## src/rtl/y_ins_loader.sv

```systemverilog
// RV32I program loader: encodes R/I/S/B/U/J field sets into instruction words and streams them into memory.
// Optional immediate range checking is enabled by defining Y_LOADER_IMM_CHECK_EN.
module y_ins_loader #(
  parameter logic [31:0] BASE  = 32'h0,
  parameter int unsigned DEPTH = 1024
) (
  input  logic        clk,
  input  logic        reset,
  input  logic        in_valid,
  output logic        in_ready,
  input  logic [2:0]  fmt,
  input  logic [6:0]  opcode,
  input  logic [2:0]  funct3,
  input  logic [6:0]  funct7,
  input  logic [4:0]  rd,
  input  logic [4:0]  rs1,
  input  logic [4:0]  rs2,
  input  logic [31:0] imm,
  input  logic        last,
  output logic [31:0] mem_addr,
  output logic [31:0] mem_wd,
  output logic        mem_write,
  output logic [15:0] count,
  output logic        done,
  output logic        err
);

  typedef enum logic [1:0] {
    IDLE,
    WRITE,
    DONE
  } state_e;

  state_e      state_q, state_d;
  logic [31:0] mem_addr_q, mem_addr_d;
  logic [31:0] mem_wd_q, mem_wd_d;
  logic        mem_write_q, mem_write_d;
  logic [15:0] count_q, count_d;
  logic        last_q, last_d;
  logic        err_q, err_d;

  logic [31:0] enc_word;
  logic        fmt_bad;
  logic        imm_bad;
  logic        full;

  always_comb begin
    enc_word = 32'h0000_0013;
    fmt_bad  = 1'b0;
    case (fmt)
      3'd0: enc_word = {funct7, rs2, rs1, funct3, rd, opcode};
      3'd1: enc_word = {imm[11:0], rs1, funct3, rd, opcode};
      3'd2: enc_word = {imm[11:5], rs2, rs1, funct3, imm[4:0], opcode};
      3'd3: enc_word = {imm[12], imm[10:5], rs2, rs1, funct3, imm[4:1], imm[11], opcode};
      3'd4: enc_word = {imm[31:12], rd, opcode};
      3'd5: enc_word = {imm[20], imm[10:1], imm[11], imm[19:12], rd, opcode};
      default: begin
        enc_word = 32'h0000_0013;
        fmt_bad  = 1'b1;
      end
    endcase
  end

  always_comb begin
    imm_bad = 1'b0;
`ifdef Y_LOADER_IMM_CHECK_EN
    case (fmt)
      3'd1, 3'd2: imm_bad = ($signed(imm) < -2048) || ($signed(imm) > 2047);
      3'd3:       imm_bad = ($signed(imm) < -4096) || ($signed(imm) > 4094) || imm[0];
      3'd4:       imm_bad = (imm[11:0] != 12'h000);
      3'd5:       imm_bad = ($signed(imm) < -1048576) || ($signed(imm) > 1048574) || imm[0];
      default:    imm_bad = 1'b0;
    endcase
`endif
  end

  assign full = (count_q == 16'(DEPTH));

  always_comb begin
    state_d     = state_q;
    mem_addr_d  = mem_addr_q;
    mem_wd_d    = mem_wd_q;
    mem_write_d = 1'b0;
    count_d     = count_q;
    last_d      = last_q;
    err_d       = err_q;
    in_ready    = 1'b0;
    done        = 1'b0;
    case (state_q)
      IDLE: begin
        in_ready = 1'b1;
        if (in_valid) begin
          if (full) begin
            // Memory exhausted: drop the word but still honour the end-of-program marker.
            err_d = 1'b1;
            if (last) state_d = DONE;
          end else begin
            mem_write_d = 1'b1;
            mem_wd_d    = enc_word;
            last_d      = last;
            err_d       = err_q | fmt_bad | imm_bad;
            state_d     = WRITE;
          end
        end
      end
      WRITE: begin
        // Address tracks the count so it always points at the next free word.
        count_d    = count_q + 16'd1;
        mem_addr_d = BASE + {14'b0, count_d, 2'b00};
        state_d    = last_q ? DONE : IDLE;
      end
      DONE: begin
        done = 1'b1;
      end
      default: state_d = IDLE;
    endcase
  end

  always_ff @(posedge clk) begin
    if (reset) begin
      state_q     <= IDLE;
      mem_addr_q  <= BASE;
      mem_wd_q    <= '0;
      mem_write_q <= 1'b0;
      count_q     <= '0;
      last_q      <= 1'b0;
      err_q       <= 1'b0;
    end else begin
      state_q     <= state_d;
      mem_addr_q  <= mem_addr_d;
      mem_wd_q    <= mem_wd_d;
      mem_write_q <= mem_write_d;
      count_q     <= count_d;
      last_q      <= last_d;
      err_q       <= err_d;
    end
  end

  assign mem_addr  = mem_addr_q;
  assign mem_wd    = mem_wd_q;
  assign mem_write = mem_write_q;
  assign count     = count_q;
  assign err       = err_q;

endmodule

```

## config.mk

```make
export PLATFORM = sky130hd
export DESIGN_NAME = y_ins_loader
export DESIGN_NICKNAME = d
export VERILOG_FILES = /design/src/rtl/y_ins_loader.sv
export SDC_FILE = /design/constraint.sdc
export NUM_CORES = 1
export LEC_CHECK = 0
export CORE_ASPECT_RATIO = 0.9
export CORE_MARGIN = 4
export CORE_UTILIZATION = 42
export DETAILED_ROUTE_END_ITERATION = 10
export PLACE_DENSITY = 0.86
export SLEW_MARGIN = 40
export SYNTH_ARGS = -nofsm -noshare
export SYNTH_HDL_FRONTEND = slang
export SYNTH_SLANG_ARGS = --single-unit
export TNS_END_PERCENT = 100
```

## constraint.sdc

```tcl
create_clock -name clk -period 3.5 [get_ports clk]
set_clock_uncertainty 0.05 [all_clocks]
set_input_delay 0.525 -clock clk [delete_from_list [all_inputs] [get_ports clk]]
set_output_delay 0.525 -clock clk [all_outputs]
set_load 0.005 [all_outputs]
```

==> results.md, run 1 <==
* # rows at 28
* Final Max Slew Viols at 0
* Initial DRT Pass Iterations at 4
* Post-CTS resize count at 0
* Number of port buffers at 138
* Vias in the first global route at 2650
* FMAX at 422.3 MHz
* Routed wire length at 9029 microns
* Status: completed
* Yosys warns at 0
* Startpoint Class: input port
* Avg WL per Cell at 17.07 microns
* First-pass GRT wire length at 13630 microns
* Layout area overhead at 45.10%
* Pin count of the biggest net entering global routing at 54
* Crit share post-route at 67.65%
* # hold bufs at CTS at 0
* Clk sink count at 53
* CP max stage delay at 710 ps
* Placed cell count at 521
* Core area at 6586 sq um
* Multi-input gate area in the final layout at 1455 sq um
* Sequential share of the synthesized area at 37.13%
* Placement Cell Area at 4064 sq um
* Static leakage at 1.470 nW
* Max-cap violations at 0
* Half-perimeter wire length after placement at 6760 microns
* Initial DRC Count at 133
* Post-Synthesis Cells at 335
* DRC at 0
* Fin cells at 529
* Setup CP Type: in -> reg
* Final core utilization at 62.96%
* # IOs at 155
* CTS buffer count at 5
* Finished Cell Area at 4146 sq um
* Die W at 94.95 microns
* Yosys reg bits at 53
* Root buffer cell: clkbuf_8
* Postcts setup bufs at 0
* Vias per cell at 5.495
* Syn Area/Cell at 8.531 sq um
* Max VDD drop at 0.1914 mV
* Slew @ Worst Pin at 824.7 ps
* Clock Path Buffers at 2
* Die ar. at 8190 sq um
* Share of cells above drive strength 1 at 4.100%
* Gpl congestion at 0.8502
* Final setup margin at 1132 ps
* Endpoint class of the critical path: flip-flop
* Register area at 1061 sq um
* Rel. slew slack at 44.90%
* Final hold viol count at 0
* Initial core utilization at 43.39%
* Fin Setup TNS at 0 ps
* Fin crit period at 2368 ps
* Worst-path clk slew at 90 ps
* Pwr/cell area at 317.2 nW/um^2
* Critical R2R Launch: mem_addr[2]
* Clock Latency Late Sink at 300 ps
* CTS tree: yes
* Tightest Hold Check Type: reg -> reg
* Final Setup Violations at 0
* Pre-CTS setup slack at 880.6 ps
* CP max FO at 11
* Ant diodes at 0
* All-Layer GR Usage at 20.90%
* Critical Path, Cell by Cell: clkdlybuf4s50_1, nor2b_1, nor2_1, a21boi_0, a211oi_1
* Initial antenna violation count at 0
* Worst reg-to-reg setup slack at 1170 ps
* Hold path start: mem_wd[3]
* Synth unique cells at 41
* Worst Setup SP: fmt[0]
* Slowest CP cell: nor2b_1
* Gr ovfl total at 0
* Nets at 511
* Data arrival, critical path at 2480 ps
* Worst Path Required at 3610 ps
* Routed vias at 2907
* Die height at 86.26 microns
* H-Tree Depth at 2
* Final antenna-violating net count at 0
* Fillers at 584
* RSZ-0062 raised after global routing: false
* Mapped Area at 2858 sq um
## per-layer routing
metal / vias up / global-route usage [%] / part of all wire, % / wire length, microns
li1: 1397 / - / - / -
met1: 1395 / 28.73 / 43 / 3903
met2: 106 / 34.06 / 49 / 4438
met3: 9 / 3.472 / 6.0 / 545
met5: - / 0 / 0 / 0
met4: 0 / 5.505 / 1.6 / 142
## worst paths after layout
check,to,cells past startpoint
max,mem_wd[22],5
max reg2reg,mem_wd[8],7
min reg2reg,mem_wd[3],2
min,mem_wd[3],2
## layout make-up
| type | instances | area share [%] |
|---|---|---|
| multi-input cells | 230 | 35.09 |
| clock buffers | 6 | 1.750 |
| clock inverters | 2 | 0.2414 |
| inverters | 5 | 0.4526 |
| flip-flops and latches | 53 | 25.59 |
| repair buffers | 143 | 34.16 |
| well taps | 90 | 2.716 |
## worst max-delay path: cells and delay by family
family | cells | cell delay [ps]
buffers and inverters | 1 | 640
AND/OR/NAND/NOR | 2 | 940
AO/OA/AOI/OAI | 2 | 370
## Yosys cell counts, drive strengths merged
| master | instances | area (sq um) |
|---|---|---|
| ha | 2 | 25.02 |
| nor3 | 8 | 40.04 |
| and2 | 2 | 12.51 |
| conb | 1 | 3.750 |
| dfxtp | 53 | 1061 |
| nand2 | 6 | 22.52 |
| a21oi | 50 | 250.2 |
| o21ba | 1 | 10.01 |
| nor3b | 1 | 7.510 |
| a32oi | 4 | 35.03 |
| clkbuf | 16 | 60.06 |
| mux2i | 4 | 40.04 |
| a32o | 12 | 120.1 |
| a22oi | 7 | 52.55 |
| nor4 | 8 | 50.05 |
| o2bb2ai | 1 | 8.760 |
| nor2 | 19 | 71.32 |
| and3 | 1 | 6.260 |
| and4 | 3 | 26.28 |
| nand3 | 5 | 37.54 |
| nor4b | 1 | 15.01 |
| o31ai | 1 | 7.510 |
| inv | 5 | 18.77 |
| a21boi | 4 | 30.03 |
| and4b | 2 | 21.27 |
| or4 | 1 | 7.510 |
| buf | 46 | 319.1 |
| xor2 | 11 | 96.34 |
| a211oi | 21 | 157.7 |
| or3 | 1 | 6.260 |
| nand4 | 13 | 81.33 |
| mux2 | 1 | 11.26 |
| xnor2 | 2 | 17.52 |
| nor2b | 14 | 87.58 |
| o21ai | 8 | 40.04 |
## cell families after synthesis
| group | after synthesis | share of synthesized area (%) |
|---|---|---|
| mux | 5 | 1.795 |
| flops | 53 | 37.13 |
| buf+inv | 67 | 13.92 |
| xor+xnor | 13 | 3.984 |
| compound gates | 109 | 24.91 |
| fa+ha+maj | 2 | 0.8755 |
| other cells | 1 | 0.1312 |
| simple gates | 85 | 17.25 |
## sequential cells by signal, indices dropped and copies added, names as in the netlist
register   count
mem_addr      16
err            1
state_q        2
mem_wd        32
last_q         1
mem_write      1
## through the flow
step                hold WS [ps]  total power, mW
floorplan                  409.1           0.8187
global placement           415.3           0.9800
detailed placement         420.6           0.9867
CTS                        433.7            1.320
global route               452.8            1.382
finish                     429.0            1.315
## report_power, final
group	internal [mW]	total, mW	switching [mW]
clock network	0.139	0.340	0.201
registers	0.638	0.662	0.0232
logic	0.184	0.314	0.129
## cells in the final DEF, fill, tap and decap left out, types with 3 or more instances in the layout
master           Yosys  layout
nand4_1             13      13
buf_4               34       6
nor2_1              19      19
a32o_1              12      12
and4_1               3       3
nand3_1              4       4
clkdlybuf4s50_1      0     137
nor3_1               8       8
a21oi_1             50      50
dfxtp_1             53      53
clkbuf_8             0       5
a21boi_0             4       4
a211oi_1            21      21
mux2i_1              4       4
nor4_1               8       8
a32oi_1              4       4
conb_1               1      16
nor2b_1             14      14
a22oi_1              7       7
xor2_1              11      11
o21ai_1              6       6
nand2_1              6       6
inv_1                5       5
No activity file was read; power rests on OpenSTA's default activity.
==> run 2: changes to the inputs <==
- CORE_UTILIZATION: 42 -> 35
- PLACE_DENSITY: 0.86 -> 0.76
- clock period: 3.5 -> 2 ns (I/O delays scaled with it)
==> run 2 against run 1 <==
Net effect:
- hold slack worse by 62 ps
- cell count is 4.3% higher
- critical path type is now reg -> reg
- count of clock-buffer cells in the layout is 1 lower
- core utilization shrank 6.9 points
- highest routed layer unchanged
- cell area rose by 4.6%
- via count up 3.6%
- die area rose by 18%
- sequential power grew 74%
==> results.md, run 2 (synthesis results as in run 1) <==
* Pwr/cell area at 546.1 nW/um^2
* Pre-CTS setup slack at -91.85 ps
* Clock Path Buffers at 2
* Most common cell after layout, fill and taps aside: clkdlybuf4s50_1
* Layout area overhead at 51.71%
* Worst Setup SP: mem_addr[3]
* Final hold viol count at 0
* Fillers at 723
* Worst-path clk slew at 100 ps
* Pin count of the biggest net entering global routing at 35
* DRC at 0
* Initial antenna violation count at 0
* Root buffer cell: clkbuf_8
* Clock Latency Late Sink at 310 ps
* FMAX at 552.1 MHz
* CTS tree: yes
* Clk sink count at 53
* # rows at 30
* Routed wire length at 9484 microns
* Final core utilization at 56.07%
* Fin cells at 552
* Core area at 7732 sq um
* All-Layer GR Usage at 18.89%
* # hold bufs at CTS at 0
* RSZ-0062 raised after global routing: false
* Worst Path Required at 2140 ps
* Avg WL per Cell at 17.18 microns
* Worst reg-to-reg setup slack at 190 ps
* Max reg flops at 32
* Initial core utilization at 36.96%
* Data arrival, critical path at 1950 ps
* Final Max Slew Viols at 0
* Vias in the first global route at 2783
* Gpl congestion at 0.8861
* CP max FO at 10
* Die height at 93.73 microns
* Half-perimeter wire length after placement at 7311 microns
* Final setup margin at 188.6 ps
* Slowest CP cell: dfxtp_1
* Slew @ Worst Pin at 761.9 ps
* Static leakage at 1.560 nW
* Fin crit period at 1811 ps
* Tightest Hold Check Type: in -> reg
* H-Tree Depth at 2
* Routed vias at 3012
* Placed cell count at 544
* Number of port buffers at 138
* Nets at 528
* CP max stage delay at 430 ps
* Die ar. at 9677 sq um
* Critical Path, Cell by Cell: inv_1, ha_1, nor4b_2, and4_1, buf_4, nor4_2, nor3_1
* Postcts setup bufs at 0
* Post-CTS resize count at 0
* Initial DRT Pass Iterations at 5
* First-pass GRT wire length at 14370 microns
* Final Setup Violations at 0
* Setup CP Type: reg -> reg
* Status: completed
* Reg2Reg Capture Point: mem_wd[25]
* Vias per cell at 5.457
* # IOs at 155
* Startpoint Class: flip-flop
* Worst Reg-to-Reg Cells at 7
* Total power at 2.368 mW
* Most frequent cells in the layout: clkdlybuf4s50_1, dfxtp_1, a21oi_1
* Endpoint class of the critical path: flip-flop
* Initial DRC Count at 124
* Max VDD drop at 0.3674 mV
* Share of cells above drive strength 1 at 8.553%
* Crit share post-route at 90.57%
* Max-cap violations at 0
* Critical R2R Launch: mem_addr[3]
* CTS buffer count at 5
* Final antenna-violating net count at 0
* Register area at 1061 sq um
* Multi-input gate area in the final layout at 1474 sq um
* Ant diodes at 0
* Hold Slack at 367.0 ps
* CP endpoint: mem_wd[25]
* Gr ovfl total at 0
* Rel. slew slack at 49.10%
* Die W at 103.3 microns
run 2: cell count changes in the layout (fill, tap and decap cells not counted), moves of 2 or more:
| cell | previous run | this run |
|---|---|---|
| clkinv_2 | 2 | 0 |
| buf_4 | 6 | 19 |
| nor4_2 | 0 | 3 |
| buf_12 | 0 | 2 |
| clkinvlp_4 | 0 | 3 |
| nor4_1 | 8 | 5 |
run 2: layer usage:
metal	wire length (microns)	global-route usage [%]	vias up	share of wire, %
met5	0	0	-	0
met4	263	6.796	0	2.8
met3	703	3.935	16	7.4
met2	4629	31.14	148	49
met1	3888	24.15	1424	41
li1	-	-	1424	-
run 2: layout make-up:
| type | instances | area share, % |
|---|---|---|
| clock buffers | 5 | 1.587 |
| clock inverters | 3 | 0.5195 |
| inverters | 5 | 0.4329 |
| multi-input cells | 230 | 34.00 |
| flip-flops and latches | 53 | 24.47 |
| well taps | 96 | 2.771 |
| repair buffers | 160 | 36.22 |
run 2: worst min-delay path by stage:
stage / to / slack, ps / cells past startpoint / start
floorplan: last_q / 400 / 2 / last
global placement: err / 420 / 1 / err
detailed placement: last_q / 420 / 2 / last_q
CTS: mem_wd[6] / 360 / 2 / reset
global route: mem_wd[6] / 380 / 2 / reset
finish: mem_wd[6] / 370 / 2 / reset
run 2: worst max-delay path, delay by kind of cell, from the launching register on:
kind / cells / cell delay [ps]
simple gates: 4 / 750
flops: 1 / 430
fa+ha+maj: 1 / 180
buf+inv: 2 / 270
run 2: power by group:
part | switching, mW | internal (mW)
Combinational | 0.240 | 0.349
Sequential | 0.0365 | 1.12
Clock | 0.378 | 0.247
run 2: stage by stage:
step / cell area [sq um] / setup TNS (ps)
6_report: 4335 / 0
5_1_grt: 4335 / 0
4_1_cts: 4313 / 0
3_5_place_dp: 4222 / -499.9
3_3_place_gp: 4222 / -188.5
2_1_floorplan: 2914 / 0
==> run 3: changes to the inputs <==
==> constraint.sdc (replaced) <==
create_clock -name clk -period 2 [get_ports clk]
set_clock_uncertainty 0.05 [all_clocks]
set_input_delay 0.4 -clock clk [delete_from_list [all_inputs] [get_ports clk]]
set_output_delay 0.4 -clock clk [all_outputs]
set_load 0.005 [all_outputs]
==> run 3 against run 2 <==
Net effect:
- sequential power barely moved
- power fell by 0.74%
- first-iteration DRC count rose by 29%
- global-route usage fell by 0.30 points
- routed wire length barely moved
- via count fell by 0.76%
- sequential share of layout area fell by 0.14 points
- critical path type is now reg -> out
- highest routed layer unchanged
==> results.md, run 3 (synthesis results as in run 1) <==
* Status: completed
* CTS tree: yes
* Die ar. at 9677 sq um
* Vias per cell at 5.366
* Die W at 103.3 microns
* Setup CP Type: reg -> out
* Total power at 2.350 mW
* Gpl congestion at 0.9032
* Fillers at 719
* Final antenna-violating net count at 0
* Post-CTS resize count at 0
* Clk sink count at 53
* Final Max Slew Viols at 0
* Data arrival, critical path at 1460 ps
* Static leakage at 1.597 nW
* Hold Slack at 437.9 ps
* Placed cell count at 549
* Half-perimeter wire length after placement at 7345 microns
* First-pass GRT wire length at 14330 microns
* Max reg flops at 32
* H-Tree Depth at 2
* Final Setup Violations at 0
* Clock Path Buffers at 2
* Vias in the first global route at 2881
* Initial DRT Pass Iterations at 4
* Max VDD drop at 0.2999 mV
* Avg WL per Cell at 17.04 microns
* Routed vias at 2989
* Pin count of the biggest net entering global routing at 35
* Core area at 7732 sq um
* Initial antenna violation count at 0
* DR WL met3 at 592 microns
* Max-cap violations at 0
* All-Layer GR Usage at 18.59%
* Layout area overhead at 52.58%
* Wire length on met2 at 4529 microns
* Worst-path clk slew at 90 ps
* Worst Path Required at 1550 ps
* Pwr/cell area at 539.0 nW/um^2
* Ant diodes at 0
* CTS buffer count at 5
* # hold bufs at CTS at 0
* Gr ovfl total at 0
* CP max FO at 5
* RSZ-0062 raised after global routing: false
* DRC at 0
* Postcts setup bufs at 0
* Initial core utilization at 36.96%
* WL met1 at 4033 microns
* Most frequent cells in the layout: clkdlybuf4s50_1, dfxtp_1, a21oi_1
* Routed wire length at 9493 microns
* Critical Path, Cell by Cell: nor2b_1, clkdlybuf4s50_1
* Crit share post-route at 95.28%
* Most common cell after layout, fill and taps aside: clkdlybuf4s50_1
* Root buffer cell: clkbuf_8
* Number of port buffers at 138
* Tightest Hold Check Type: reg -> reg
* Fin crit period at 1906 ps
* Initial DRC Count at 160
* Clock Latency Late Sink at 300 ps
* Fin cells at 557
* # IOs at 155
* Share of cells above drive strength 1 at 9.111%
* Die height at 93.73 microns
* Final hold viol count at 0
* # rows at 30
* FMAX at 524.7 MHz
* Startpoint Class: flip-flop
* Endpoint class of the critical path: output pin
* Nets at 533
* Top Layer Used: met4
* CP max stage delay at 540 ps
* Slowest CP cell: clkdlybuf4s50_1
[run 3: cell types whose count changed in the layout (fill, tap and decap cells not counted), sizes merged]
cell,previous run,this run
buf,23,28
clkinvlp,3,1
clkinv,0,2
[run 3: cell type report]
type	instances	area (sq um)	share of cell area (%)
clock buffer	5	68.82	1.578
clock inverter	3	17.52	0.4017
inverter	5	18.77	0.4304
multi-input combinational	230	1458	33.43
sequential	53	1061	24.33
tap	96	120.1	2.755
timing repair buffer	165	1617	37.07
[run 3: final timing paths]
kind                                  end    startpoint  slack [ps]  cells after the start
worst max-delay path                 done    state_q[1]          90                      2
worst min-delay path            mem_wd[3]     mem_wd[3]         440                      2
worst max register to register        err  mem_addr[10]         180                      5
worst min register to register  mem_wd[3]     mem_wd[3]         440                      2
[run 3: metrics by stage]
stage	util, %	setup WS (ps)	TNS [ps]	cell area (sq um)
after floorplan	-	138.6	0	2914
after global placement	55.24	-173.8	-823.4	4272
after detailed placement	55.24	-305.4	-1918	4272
after CTS	56.36	44.98	0	4358
after global routing	56.39	41.11	0	4360
final	56.39	94.32	0	4360
[run 3: worst max-delay path: cells and delay by family, from the launching register on]
kind                   cells  cell delay [ps]
buffers and inverters      1              540
flip-flops                 1              390
AND/OR/NAND/NOR            1              230
[run 3: where the power goes]
part	leakage [nW]	switching [mW]	internal [mW]
Sequential	0.435	0.0374	1.12
Clock	0.0439	0.360	0.243
Combinational	1.12	0.241	0.351
Total	1.60	0.639	1.71
[run 3: per-layer routing]
metal | vias to the layer above | track usage [%]
li1 | 1429 | -
met1 | 1416 | 24.50
met2 | 123 | 29.54
met3 | 21 | 3.786
met4 | 0 | 7.335
met5 | - | 0
==> RTL edit 1 (config.mk and constraints of run 3) <==
Reset style: asynchronous (`reset`), changed in one clocked block.
--- a/src/rtl/y_ins_loader.sv
+++ b/src/rtl/y_ins_loader.sv
@@ -116,7 +116,7 @@
     endcase
   end
 
-  always_ff @(posedge clk) begin
+  always_ff @(posedge clk or posedge reset) begin
     if (reset) begin
       state_q     <= IDLE;
       mem_addr_q  <= BASE;
Behaviour: differs if reset is asserted again (counterexample within 4 cycles, from zero or initial values and one cycle with reset high); with reset held inactive, the same outputs for 10 cycles.
==> RTL edit 1 against run 3 <==
Sequential cell count is the same; utilization shrank 1.8 points; area after synthesis grew 6.7%; routed wire length shrank 16%; worst setup slack lost 1.5 ps; via count shrank 16%; sequential power shrank 7%; largest cell class unchanged; die area grew 6.1%; power shrank 16%; final area grew 6.8%.
==> RTL edit 1: results (changes against run 3) <==
| Metric | Value |
|---|---|
| Gr usage total | `15.2% (-3.4 points)` |
| Crit path max-delay family | `buffers and inverters` |
| Reg-to-Reg Start | `mem_addr[2]$_DFFE_PP0N_` |
| Arr. time, crit path | `1460 ps (about the same)` |
| First-pass GRT wire length | `12,600 um (-12%)` |
| Largest net degree at the start of global routing | `54 (+54%)` |
| Status | `finished clean` |
| Max VDD drop | `0.240 mV (-20%)` |
| Met3 Track Usage GR | `5.12% (+1.3 points)` |
| FFs w/ async S/R, synth | `100% (+100 points)` |
| Setup TNS | `0 ps (unchanged)` |
| Routed wire per std cell | `14.7 um (-14%)` |
| GRT met1 Usage | `17.6% (-6.9 points)` |
| GR Util met2 | `27.1% (-2.5 points)` |
| Synth unique cells | `36 (-12%)` |
| Gpl congestion | `0.930 (+3.0%)` |
| Layout cells sized above 1 | `15.6% (+6.5 points)` |
| Fill cells | `772 (+7.4%)` |
| DP HPWL | `6490 um (-12%)` |
| Worst slew margin | `55.8%` |
| # diodes | `0 (unchanged)` |
| Clock root cell | `clkbuf_8` |
| Number of global-route vias before repair | `2,680 (-7.0%)` |
| DRT iter0 DRCs | `36 (-78%)` |
| Drt pass-1 iters | `4 (unchanged)` |
| Crit-path max FO | `6 (+1)` |
| Post-synth top cells | `dfrtp_1, buf_4, inv_1` |
| Sequential-to-total area share from yosys stat | `43.5% (+6.4 points)` |
| Most used DFF post-synth | `dfrtp_1` |
| H-tree levels | `2 (unchanged)` |
| Largest stage delay, worst path | `540 ps (about the same)` |
| P_leak | `2.23 nW (+40%)` |
| Vias/cell | `4.65 (-13%)` |
| Post-DP Area | `0.00454 mm^2 (+6.2%)` |
| Final nets | `496 (-6.9%)` |
| Worst Hold Class | `in -> async` |
| Crit path launch | `state_q[0]$_DFFE_PP0P_` |
| Largest cells by area after synthesis | `dfrtp_1, mux2_4, buf_4` |
## RTL edit 1: per-stage QoR
step                setup WS, ps  cells  util, %  total power, W
global route               -31.9    543     54.6         0.00205
finish                      92.8    543     54.6         0.00197
floorplan                    184    294        -         0.00123
CTS                         63.0    539     54.1         0.00200
detailed placement          -151    531     53.2         0.00141
global placement           -79.9    531     53.2         0.00140
## RTL edit 1: worst paths after layout
| kind | to | cells after the start | slack (ps) |
|---|---|---|---|
| min in group clk | mem_wd[19]$_DFFE_PP0P_ | 1 | 460 |
| setup / recovery | done | 2 | 90 |
| setup reg to reg | last_q$_DFFE_PP0P_ | 7 | 140 |
| hold reg to reg | mem_wd[19]$_DFFE_PP0P_ | 1 | 460 |
| hold / removal | mem_wd[5]$_DFFE_PP0P_ | 3 | 410 |
| max in group asynchronous | mem_wd[11]$_DFFE_PP0P_ | 3 | 1250 |
## RTL edit 1: layout make-up
class                      instances  area [um^2]  share of cell area, %
inverter                          23         86.3                   1.85
sequential                        53         1330                   28.5
tap                              119          149                   3.20
multi-input combinational        174         1370                   29.5
clock buffer                       8         80.1                   1.72
timing repair buffer             166         1640                   35.3
## RTL edit 1: per-layer routing
metal | vias up | part of all wire, %
met5 | - | 0
met4 | 0 | 1.2
met3 | 9 | 10
met2 | 124 | 48
met1 | 1187 | 41
li1 | 1205 | -
## RTL edit 1: timing repair
| action | in CTS | in global routing |
|---|---|---|
| buffers inserted | 0 | 4 |
| setup endpoints to repair | 0 | 24 |
| hold endpoints to repair | 0 | 0 |
| resized for setup | 0 | 1 |
## RTL edit 1: power by group
group          leakage, nW  internal (W)  switching, W
clock network       0.0395      0.000250      0.000338
logic                 1.51      0.000188      0.000124
registers            0.689       0.00107             0
total                 2.23       0.00151      0.000462
## RTL edit 1: kinds of logic (layout without fill, tap and decap cells)
| family | Yosys count | after routing | synth area share (%) |
|---|---|---|---|
| buf+inv | 67 | 197 | 13.6 |
| simple gates | 55 | 55 | 10.7 |
| flops | 53 | 53 | 43.5 |
| compound gates | 47 | 47 | 10.8 |
| mux | 39 | 39 | 16.2 |
| xor+xnor | 15 | 15 | 4.31 |
| fa+ha+maj | 2 | 2 | 0.821 |
| other cells | 1 | 16 | 0.123 |
## RTL edit 1: worst reg2reg max path, delay by kind of cell, from the launching register on
family	cells	cell delay [ps]
adder cells (fa/ha/maj)	1	170
buffers and inverters	2	270
flip-flops	1	390
multiplexers	1	310
AND/OR/NAND/NOR	3	580
==> RTL edit 2 (config.mk and constraints of run 3) <==
Without the edit above. Build with the macro `Y_LOADER_IMM_CHECK_EN` defined.
--- a/src/rtl/y_ins_loader.sv
+++ b/src/rtl/y_ins_loader.sv
@@ -1,5 +1,7 @@
 // RV32I program loader: encodes R/I/S/B/U/J field sets into instruction words and streams them into memory.
 // Optional immediate range checking is enabled by defining Y_LOADER_IMM_CHECK_EN.
+`define Y_LOADER_IMM_CHECK_EN
+
 module y_ins_loader #(
   parameter logic [31:0] BASE  = 32'h0,
   parameter int unsigned DEPTH = 1024
Behaviour: not the same (a bounded check fails within 4 cycles, from zero or initial values and one cycle with reset high).
==> RTL edit 2 against run 3 <==
Global-route usage rose by 0.46 points; cell count grew 12%; sequential cell count unchanged; synthesized cell count increased by 7.2%; area after synthesis is 3.6% higher; power rose by 4.8%; non-clock buffer count grew 30; via count increased by 8.0%; final area grew 8.7%; worst setup slack worse by 32 ps; routed wire length up 3.5%; critical path type is now in -> reg; critical endpoint is now err$_SDFFE_PP0P_; largest cell class unchanged; highest routed layer unchanged.
==> RTL edit 2: results (changes against run 3) <==
| Metric | Value |
|---|---|
| Post-DP Area | `0.00461 mm^2 (+8.0%)` |
| Most used DFF post-synth | `dfxtp_1` |
| Initial antenna violation count | `0 (unchanged)` |
| Max reg flops | `32 (unchanged)` |
| FFs w/ async S/R, synth | `0% (unchanged)` |
| Worst reg2reg endpoint | `mem_wd[25]$_SDFFE_PP0P_` |
| Arr. time, crit path | `2070 ps (+610 ps)` |
| Syn. warnings | `0 (unchanged)` |
| First-pass GRT wire length | `15,500 um (+8.3%)` |
| Largest cells by area after synthesis | `dfxtp_1, buf_4, nor2_1` |
| Hold slack | `419 ps (-18.6 ps)` |
| Layout cells sized above 1 | `16.8% (+7.7 points)` |
| Reg-to-Reg Start | `mem_addr[3]$_SDFFE_PP0P_` |
| # diodes | `0 (unchanged)` |
| DRT iter0 DRCs | `228 (+43%)` |
| Status | `finished clean` |
| PortBufs | `138 (unchanged)` |
| Cell-internal power | `0.00177 W (+3.6%)` |
| Crit-path max FO | `3 (-2)` |
| DP HPWL | `7790 um (+6.1%)` |
| Routed wire per std cell | `15.8 um (-7.3%)` |
| Post-Syn Area per Cell | `8.25 um^2 (-3.3%)` |
| Number of global-route vias before repair | `3,088 (+7.2%)` |
| Crit share post-route | `96.9% (+1.6 points)` |
| DRT antenna net count | `0 (unchanged)` |
| Synth unique cells | `47 (+15%)` |
| DP Worst Slack | `-240 ps (+65.9 ps)` |
| Sequential-to-total area share from yosys stat | `35.8% (-1.3 points)` |
| GRT met1 Usage | `25.2% (+0.74 points)` |
| Final nets | `595 (+12%)` |
| Clk_lat worst skew | `310 ps` |
| Num CTS Buffers | `5 (unchanged)` |
| Met3 Track Usage GR | `4.13% (+0.34 points)` |
| Gpl congestion | `0.907 (+0.39%)` |
| Largest net degree at the start of global routing | `28 (-20%)` |
| Worst slew margin | `57.0%` |
| Hold Crit Endpoint | `mem_wd[2]$_SDFFE_PP0P_` |
| Worst Hold Class | `reg -> reg` |
| CTS Buffer Depth | `2 (unchanged)` |
| Reg2reg setup slack | `140 ps (-40 ps)` |
| GR Util met2 | `31.6% (+2.1 points)` |
| Clock-pin transition on the worst setup and hold timing paths | `100 ps` |
| Clock root cell | `clkbuf_8` |
| Cells after DPL | `613 (+12%)` |
| Drt pass-1 iters | `4 (unchanged)` |
| Post-synth top cells | `dfxtp_1, nor2_1, buf_4` |
| P_leak | `1.81 nW (+13%)` |
| R2R cell count | `10 (+5)` |
| Hold path depth | `2 (unchanged)` |
| H-tree levels | `2 (unchanged)` |
| Hold wc startpoint | `mem_wd[2]$_SDFFE_PP0P_` |
| Vias/cell | `5.19 (-3.3%)` |
| Max VDD drop | `0.289 mV (-3.6%)` |
| Finished Layout Cells | `622 (+12%)` |
| Gr usage total | `19.1% (+0.46 points)` |
| Grt ovf | `0 (unchanged)` |
RTL edit 2: stage by stage:
step,util [%],total power (W),setup TNS (ps)
CTS,57.7,0.00248,0
finish,58.2,0.00246,0
global route,58.2,0.00259,0
global placement,56.6,0.00185,-1330
floorplan,-,0.00146,0
detailed placement,56.6,0.00186,-1370
RTL edit 2: cell families (layout without fill, tap and decap cells):
family,count (synthesis),count (layout),synth area share [%]
AND/OR/NAND/NOR,148,148,25.1
XOR/XNOR,14,14,4.14
buffers and inverters,60,209,13.1
other,1,16,0.127
multiplexers,4,4,1.39
adder cells (fa/ha/maj),2,2,0.845
AO/OA/AOI/OAI,77,77,19.6
flip-flops,53,53,35.8
RTL edit 2: cell type report:
class	instances	area [um^2]
clock buffers	5	68.8
clock inverters	3	21.3
fillers	739	3400
inverters	6	22.5
multi-input cells	261	1600
flip-flops and latches	53	1060
well taps	99	124
repair buffers	195	1850
RTL edit 2: critical path, stage by stage:
cell and delay (ps):
clkdlybuf4s50_1 520, nand4_1 110, or3_1 420, nor3_2 160, a2111oi_0 150, nor4b_2 220
a211oi_1 100
RTL edit 2: layer usage:
| metal | vias to the layer above | wire, um |
|---|---|---|
| li1 | 1584 | - |
| met5 | - | 0 |
| met2 | 117 | 4690 |
| met1 | 1518 | 4380 |
| met3 | 10 | 639 |
| met4 | 0 | 111 |
RTL edit 2: what timing repair did:
item / CTS / global route
setup endpoints to repair: 0 / 31
hold buffers: 0 / 0
setup buffers: 0 / 1
resized for setup: 0 / 7
RTL edit 2: worst max-delay path by stage:
stage | startpoint | end | cells after the start
2_1_floorplan | mem_addr[2]$_SDFFE_PP0P_ | mem_wd[16]$_SDFFE_PP0P_ | 8
3_3_place_gp | fmt[0] | mem_wd[25]$_SDFFE_PP0P_ | 6
3_5_place_dp | imm[28] | err$_SDFFE_PP0P_ | 7
4_1_cts | mem_addr[3]$_SDFFE_PP0P_ | mem_wd[25]$_SDFFE_PP0P_ | 10
5_1_grt | mem_addr[3]$_SDFFE_PP0P_ | mem_wd[25]$_SDFFE_PP0P_ | 10
6_report | imm[30] | err$_SDFFE_PP0P_ | 7
RTL edit 2: power groups by stage:
stage,clock network [W],registers (W),logic (W)
after floorplan,0,0.00118,0.000278
after global placement,0,0.00118,0.000676
after detailed placement,0,0.00118,0.000679
after CTS,0.000646,0.00115,0.000684
after global routing,0.000680,0.00116,0.000749
final,0.000618,0.00115,0.000691
